**config.mk**
```make
export PLATFORM = sky130hd
export DESIGN_NAME = motoro3_cmd_ramp
export DESIGN_NICKNAME = d
export VERILOG_FILES = /design/src/rtl/motoro3_cmd_ramp.sv
export SDC_FILE = /design/constraint.sdc
export NUM_CORES = 1
export LEC_CHECK = 0
export ABC_AREA = 0
export BUFFER_PORTS_ARGS = -buffer_cell sky130_fd_sc_hd__clkbuf_2
export CORE_UTILIZATION = 66
export DETAILED_ROUTE_END_ITERATION = 8
export HOLD_SLACK_MARGIN = 0.05
export PLACE_DENSITY = 0.95
export SLEW_MARGIN = 15
export SYNTH_ARGS = -nofsm -noshare
export SYNTH_HDL_FRONTEND = slang
export SYNTH_SLANG_ARGS = --single-unit
```
**constraint.sdc**
```tcl
create_clock -name clk -period 11.9 [get_ports clk]
set_input_delay 3.57 -clock clk [delete_from_list [all_inputs] [get_ports clk]]
set_output_delay 3.57 -clock clk [all_outputs]
set_load 0.02 [all_outputs]
```
**src/rtl/motoro3_cmd_ramp.sv**
```systemverilog
// motoro3_cmd_ramp: synchronises, clamps and slew-limits motor commands, sequencing stop and reversal
module motoro3_cmd_ramp #(
  parameter int FREQ_W      = 10,
  parameter int FREQ_MIN    = 1000,
  parameter int FREQ_MAX    = 1023,
  parameter int FREQ_START  = 1023,
  parameter int STEP        = 1,
  parameter int TICK_DIV    = 1000,
  parameter int DEAD_CYC    = 100,
  parameter int SYNC_STAGES = 2
) (
  input  logic              clk,
  input  logic              rst,
  input  logic              m3start,
  input  logic              m3invOrStop,
  input  logic [FREQ_W-1:0] m3freq,
  output logic              m3start_o,
  output logic              m3dir_o,
  output logic [FREQ_W-1:0] m3freq_o,
  output logic [2:0]        state_o,
  output logic              at_target_o
);
  typedef enum logic [2:0] {IDLE = 3'd0, ACCEL = 3'd1, RUN = 3'd2, DECEL = 3'd3, DEAD = 3'd4} state_t;
  localparam int TW = $clog2(TICK_DIV + 1);
  localparam int DW = $clog2(DEAD_CYC + 1);
  localparam logic [FREQ_W-1:0] F_MIN   = FREQ_W'(FREQ_MIN);
  localparam logic [FREQ_W-1:0] F_MAX   = FREQ_W'(FREQ_MAX);
  localparam logic [FREQ_W-1:0] F_START = FREQ_W'(FREQ_START);
  localparam logic [FREQ_W-1:0] F_STEP  = FREQ_W'(STEP);
  localparam logic [TW-1:0] TICK_LAST = TW'(TICK_DIV - 1);
  localparam logic [DW-1:0] DEAD_LAST = DW'(DEAD_CYC - 1);
  logic [SYNC_STAGES-1:0] start_q, dir_q;
  logic [FREQ_W-1:0] freq_q [SYNC_STAGES];
  logic start_s, dir_s, tick, cause, start_n, dir_n;
  logic [FREQ_W-1:0] tgt, tgt_n, goal, diff, stepped, freq_n;
  logic [TW-1:0] tick_cnt;
  logic [DW-1:0] dead_cnt;
  state_t state, state_n;
  // input synchronisers; start/dir get one extra flop so they line up with the registered clamp of the code
  always_ff @(posedge clk or posedge rst)
    if (rst) begin
      start_q <= '0;
      dir_q   <= '0;
      for (int i = 0; i < SYNC_STAGES; i++) freq_q[i] <= '0;
      start_s <= 1'b0;
      dir_s   <= 1'b0;
      tgt     <= F_MIN;
    end else begin
      start_q   <= {start_q[SYNC_STAGES-2:0], m3start};
      dir_q     <= {dir_q[SYNC_STAGES-2:0], m3invOrStop};
      freq_q[0] <= m3freq;
      for (int i = 1; i < SYNC_STAGES; i++) freq_q[i] <= freq_q[i-1];
      start_s   <= start_q[SYNC_STAGES-1];
      dir_s     <= dir_q[SYNC_STAGES-1];
      tgt       <= tgt_n;
    end
  assign tgt_n   = freq_q[SYNC_STAGES-1] < F_MIN ? F_MIN : (freq_q[SYNC_STAGES-1] > F_MAX ? F_MAX : freq_q[SYNC_STAGES-1]);
  assign tick    = tick_cnt == TICK_LAST;
  assign cause   = !start_s || dir_s != m3dir_o;
  assign goal    = state == DECEL ? F_START : tgt;
  assign diff    = m3freq_o > goal ? m3freq_o - goal : goal - m3freq_o;
  assign stepped = diff <= F_STEP ? goal : (m3freq_o > goal ? m3freq_o - F_STEP : m3freq_o + F_STEP);
  // sequencing of run, stop and reversal, plus the slewed code
  always_comb begin
    state_n = state;
    start_n = m3start_o;
    dir_n   = m3dir_o;
    freq_n  = m3freq_o;
    case (state)
      IDLE: begin
        freq_n = F_START;
        if (start_s) begin
          state_n = ACCEL;
          start_n = 1'b1;
          dir_n   = dir_s;
        end
      end
      ACCEL: state_n = cause ? DECEL : (m3freq_o == tgt ? RUN : ACCEL);
      RUN: state_n = cause ? DECEL : RUN;
      DECEL:
        if (!cause) state_n = ACCEL;
        else if (m3freq_o == F_START) begin
          state_n = start_s ? DEAD : IDLE;
          start_n = 1'b0;
        end
      DEAD:
        if (dead_cnt == DEAD_LAST) begin
          state_n = start_s ? ACCEL : IDLE;
          start_n = start_s;
          dir_n   = start_s ? dir_s : m3dir_o;
        end
      default: state_n = IDLE;
    endcase
    if (tick && state_n == state && (state == ACCEL || state == RUN || state == DECEL)) freq_n = stepped;
  end
  // state, registered outputs and the per-state tick/dead counters (both restart on every state entry)
  always_ff @(posedge clk or posedge rst)
    if (rst) begin
      state       <= IDLE;
      m3start_o   <= 1'b0;
      m3dir_o     <= 1'b0;
      m3freq_o    <= F_START;
      at_target_o <= 1'b0;
      tick_cnt    <= '0;
      dead_cnt    <= '0;
    end else begin
      state       <= state_n;
      m3start_o   <= start_n;
      m3dir_o     <= dir_n;
      m3freq_o    <= freq_n;
      at_target_o <= state_n == RUN && freq_n == tgt_n;
      tick_cnt    <= (state_n != state || tick) ? '0 : tick_cnt + 1'b1;
      dead_cnt    <= state_n != state ? '0 : dead_cnt + 1'b1;
    end
  assign state_o = state;
endmodule

```
# After elaboration in Yosys (flattened, before gate mapping)
# Index checks and enable logic that the tools add are counted.
# word_totals
regBits	69
input_bits	14
elab_cells	82
# op_classes
add_sub_neg	6
n_lt_le_gt_ge	4
n_eq_ne	17
mux	28
reduce_logical	13
# op_table
cell	n
$mux 10	9
$add 10x1->10 const B	2
$eq 10x10->1	2
$eq 10x10->1 const B	2
$sub 10x10->10	2
$mux 3	5
$pmux 3 s5	1
$gt 10x10->1	1
$gt 10x10->1 const B	1
$le 10x1->1 const B	1
$lt 10x10->1 const B	1
$sub 10x1->10 const B	1
$eq 3x2->1 const B	3
$mux 1	8
$add 7x1->7 const B	1
$eq 7x7->1 const B	1
$mux 7	1
$ne 2x2->1 const B	3
$reduce_and 5->1	1
$logic_or 1x1->1	4
$mux 2	2
$eq 3x1->1 const B	1
$eq 3x3->1	1
$eq 3x3->1 const B	1
other kinds (11)	13

# Depth between registers and ports, before layout
# depth
word_depth	10
ltp_mapped	26
depth_no_buf	24

# Worst setup path before layout
# No wires, ideal clock.
# synth_timing
path_type	register to register
start	register state[2] (netlist: state_o[2])
end	register at_target_o
setup_time_ns	0.068
arrival_ns	4.970
required_time_ns	11.832
path_slack_ns	6.862
path_stages_with_launch	26
path_buffers	3
path_cell_list	dfrtp_1 buf_4 and3b_1 buf_4 nor2_1 inv_1 ha_1 clkbuf_2 and2_1 nor4b_2 nor3_1 a211oi_2 nor2_2 inv_2 fa_1 a21o_1 a21oi_1 o21ai_0 a31o_2 a21oi_1 xnor2_1 nor4_1 a211oi_2 o2111ai_1 nor4b_1 and4b_1
# synth_via
elab_chain_cells	9
word_cells_on_any_way	28
classes_between	2 x add/sub; 2 x order compare; 7 x eq/ne; 11 x mux; 6 x reduce/logical
# synth_lines
item	line_no	rtl
start, declared	38	state_t state, state_n;
start signal, assigned	107	state <= state_n;
$eq 3x2->1 / $mux 3 (equally long branches)	--	
$mux 10 / $mux 3 (equally long branches)	60, 81	
$sub 10x10->10 (tied with other cells)	61	assign diff = m3freq_o > goal ? m3freq_o - goal : goal - m3freq_o;
$mux 10 / $eq 3x3->1 (equally long branches)	61, 94	
$le 10x1->1 / $logic_and 1x1->1 (equally long branches)	62, 94	
$mux 10 / $logic_and 1x1->1 (equally long branches)	62, 94	
$mux 10 *	94	if (tick && state_n == state && (state == ACCEL || state == RUN || state == DECEL)) freq_n = stepped;
via freq_n[8]	35	logic [FREQ_W-1:0] tgt, tgt_n, goal, diff, stepped, freq_n;
$eq 10x10->1 *	111	at_target_o <= state_n == RUN && freq_n == tgt_n;
$logic_and 1x1->1 *	111	
end signal, assigned	111	
end, declared	21	output logic at_target_o
# The timed path passes the listed nets; every way through them passes the cells marked *.
# A chain may end at the register's enable or synchronous reset.

# Final worst setup path
# layout_timing
start	register state[1] (netlist: state_o[1])
end	register at_target_o
# The elaborated chain is that of the path after synthesis.

==> key figures <==
STA
  • Share of the clock period used by the worst path: 49.7%
  • Final max-slew violation count: 0
  • Time the final worst path needs with I/O delays and setup: 5.92 ns
  • Accumulated negative setup slack: 0 ns
  • Worst-case headroom to the max-slew limit: 40.5%
  • Final-report setup violation count: 0
  • Unrepaired setup endpoints after global routing: no
  • Slew @ Worst Pin: 0.887 ns
  • Max Freq: 169 MHz
  • Final clock skew: 0.00817 ns
  • Final hold violation count: 0

Pwr
  • Sequential power share: 29.1%
  • Share of total power consumed by net switching: 45.8%
  • Gate power share: 51.2%
  • Overall Power: 0.974 mW
  • P_sw: 0.446 mW
  • Clock network fraction of design power: 19.7%
  • Static leakage: 2.31 nW
  • Largest vdd supply drop: 0.124 mV
  • Internal Pwr Total: 0.528 mW
  • Cell Pwr Density: 188 nW/um^2

Setup path
  • Worst setup path category: reg -> reg
  • Crit path arrival time: 6.21 ns
  • Category of the worst setup path launch point: register
  • Crit path required time: 12.19 ns
  • Type of destination of the critical path: register
  • Maximum fanout along the worst path: 17
  • Slowest stage cell, crit path: sky130_fd_sc_hd__dfrtp_1
  • Critical Path, Cell by Cell: and3b_1, nor2_1, inv_1, ha_1, inv_1, ha_1, and4bb_2, nor4b_2, nor3_1, a211oi_2, nor2_2, inv_2, fa_1, a21o_1, a21oi_1, o21ai_0, a31o_2, a21oi_1, xnor2_1, nor4_1, a211oi_2, o2111ai_1, nor4b_1, and4b_1
  • Stage delay of the slowest cell on the critical path: 0.66 ns

Clock tree
  • Root buf cell: sky130_fd_sc_hd__clkbuf_8
  • Maximum buffer depth of the clock tree: 2
  • Count of buffers added by post-CTS timing repair for setup: 0
  • Num CTS Buffers: 9
  • Clock transition at the register clock pins on the worst setup and hold paths after CTS: 0.09 ns
  • Clock tree from TritonCTS: built
  • Clock Sink Count: 69
  • Latest clock arrival within the worst-skew pair: 0.36 ns
  • CTS Hold Bufs: 0
  • H-tree depth: 3
  • Post-cts gate resize count: 0

Finish
  • Final cell area excluding filler cells: 5180 um^2
  • Most frequent standard cell in the layout excluding fill and tap cells: sky130_fd_sc_hd__dfrtp_1
  • Area growth from synthesis to layout: 8.17%
  • Commonest non-fill, non-tap cells in the layout: sky130_fd_sc_hd__dfrtp_1, sky130_fd_sc_hd__nor2_1, sky130_fd_sc_hd__inv_1, sky130_fd_sc_hd__nand2_1, sky130_fd_sc_hd__a21oi_1
  • Antenna fix cells: 0
  • Post-layout utilization of the core: 75.1%
  • Final-stage net count: 578
  • Number of fillers in the final layout: 476
  • Layout cell share with drive strength beyond 1: 18.3%

Synthesis
  • Count of distinct cell types in the synthesized netlist: 95
  • Average cell area after synthesis: 9.47 um^2
  • Number of synthesized register bits: 69
  • Top cell type's share of synthesized area: 27.7%
  • Most instantiated flip-flop cell in the synthesis netlist: sky130_fd_sc_hd__dfrtp_1
  • Yosys Warn Count: 0
  • Number of flops mapped to enable cells by yosys: 0
  • Main area contributors after synthesis: sky130_fd_sc_hd__dfrtp_1, sky130_fd_sc_hd__dfstp_2, sky130_fd_sc_hd__ha_1
  • Share of async-settable or async-resettable flops after synthesis: 100%
  • Synthesized netlist cell count: 506
  • Proportion of synthesized chip area in sequential cells: 36.4%
  • Top cell type by total area after synthesis: sky130_fd_sc_hd__dfrtp_1
  • Summed instance area of the synthesized netlist: 4790 um^2

Route
  • Sum of routed wire length over all layers: 12.7 mm
  • First-pass iteration count of the detailed router: 6
  • Overall via count from detail_route: 4231
  • Number of design-rule violations left by the first detailed-router iteration: 468
  • Via-to-Cell Ratio: 6.65
  • Routed wirelength normalized by instance count: 20.0 um
  • Remaining antenna violation count after routing: 0
  • Post-route DRC violation count: 0

Floorplan
  • Cell Rows: 30
  • Die height: 87.2 um
  • Starting Density: 69.4%
  • Area inside the core boundary: 6910 um^2
  • Die area: 7610 um^2
  • Top-Level Pins: 30
  • Chip Width: 87.2 um

Placed design
  • Number of I/O port buffers: 29
  • Total placed instance area: 4980 um^2
  • DP Wirelength: 9.35 mm
  • Weighted congestion at the end of routability-driven global placement: 0.988

Global route
  • Number of antenna violations at the first check in global routing: 0
  • Global-route total usage across every layer: 35.4%
  • Met2 usage in global routing: 59.0%
  • Grt total ovfl: 0
  • M3 GR Usage: 7.39%
  • Met1 Track Usage GR: 43.3%
  • Vias in the first global route: 4096
  • Most crowded layer after global routing: met2
  • Wire length of the first global-routing pass: 20.1 mm
  • Maximum number of pins on one net before global-route repair: 70

Min path
  • Class of the tightest hold or removal check: reg -> reg

Status
  • Status: finished, final reports clean

Flow run
  • Number of max-capacitance violations reported: 0
critical path: cells and delay by family (launching register included):
kind,cells,cell delay [ns]
XOR/XNOR,1,0.15
AO/OA/AOI/OAI,8,1.56
buffers and inverters,3,0.35
adder cells (fa/ha/maj),3,0.83
flip-flops,1,0.66
AND/OR/NAND/NOR,9,2.30
registers in the layout (all words and copies together), names as in the netlist, 2 cells and up:
| signal | count |
|---|---|
| tgt | 10 |
| start_q | 2 |
| m3freq_o | 10 |
| freq_q | 20 |
| state_o | 3 |
| dead_cnt | 7 |
| dir_q | 2 |
| tick_cnt | 10 |
stage by stage:
| stage | hold slack (ns) | worst slack, ns | std cells |
|---|---|---|---|
| floorplan | 0.331 | 6.62 | 510 |
| global placement | 0.332 | 6.49 | 620 |
| detailed placement | 0.335 | 6.13 | 620 |
| CTS | 0.356 | 6.09 | 636 |
| global route | 0.359 | 5.65 | 636 |
| finish | 0.353 | 5.98 | 636 |
cells in the mapped netlist (9+ instances only):
library cell and n:
sky130_fd_sc_hd__dfrtp_1 53, sky130_fd_sc_hd__nor2_1 42, sky130_fd_sc_hd__inv_1 37, sky130_fd_sc_hd__nand2_1 33
sky130_fd_sc_hd__a21oi_1 30, sky130_fd_sc_hd__xnor2_1 29, sky130_fd_sc_hd__ha_1 27, sky130_fd_sc_hd__dfstp_2 16
sky130_fd_sc_hd__o21ai_0 16, sky130_fd_sc_hd__nand3_1 15, sky130_fd_sc_hd__a21o_1 10, sky130_fd_sc_hd__nand4_1 10
sky130_fd_sc_hd__nor3_1 10, sky130_fd_sc_hd__xor2_1 9
cell type report:
type	count	area, um^2	area share, %
clock inverter	7	76.3	1.47
inverter	38	143	2.75
clock buffer	9	124	2.39
sequential	69	1750	33.7
tap	96	120	2.32
multi-input combinational	386	2810	54.3
timing repair buffer	31	160	3.09
worst paths after layout:
path	startpoint	endpoint	slack, ns	depth (start not counted)
max	state_o[1]	at_target_o	5.98	24
min	freq_q[18]	freq_q[8]	0.35	0
max reg2reg	state_o[1]	at_target_o	5.98	24
min reg2reg	freq_q[18]	freq_q[8]	0.35	0
max in group asynchronous	rst	m3start_o	7.91	3
min in group asynchronous	rst	freq_q[18]	3.43	3
cell families (layout without fill, tap and decap cells):
| group | count (synthesis) | in the layout | share of synthesized area (%) |
|---|---|---|---|
| simple gates | 184 | 184 | 22.4 |
| compound gates | 120 | 120 | 18.6 |
| flops | 69 | 69 | 36.4 |
| buf+inv | 55 | 85 | 5.14 |
| xor+xnor | 38 | 38 | 6.95 |
| fa+ha+maj | 29 | 29 | 7.89 |
| mux | 10 | 10 | 2.51 |
| other cells | 1 | 5 | 0.0783 |
power groups by stage:
stage	clock network [mW]	registers [mW]	logic, mW
3_3_place_gp	0	0.285	0.464
2_1_floorplan	0	0.283	0.393
4_1_cts	0.194	0.283	0.488
5_1_grt	0.202	0.287	0.542
3_5_place_dp	0	0.287	0.483
6_report	0.192	0.284	0.499
metal layers:
metal	routed length (um)	part of all wire, %
met2	6210	49
met1	4830	38
met3	1080	8.5
met5	0	0
met4	586	4.6
(Power assumes the default switching activity.)
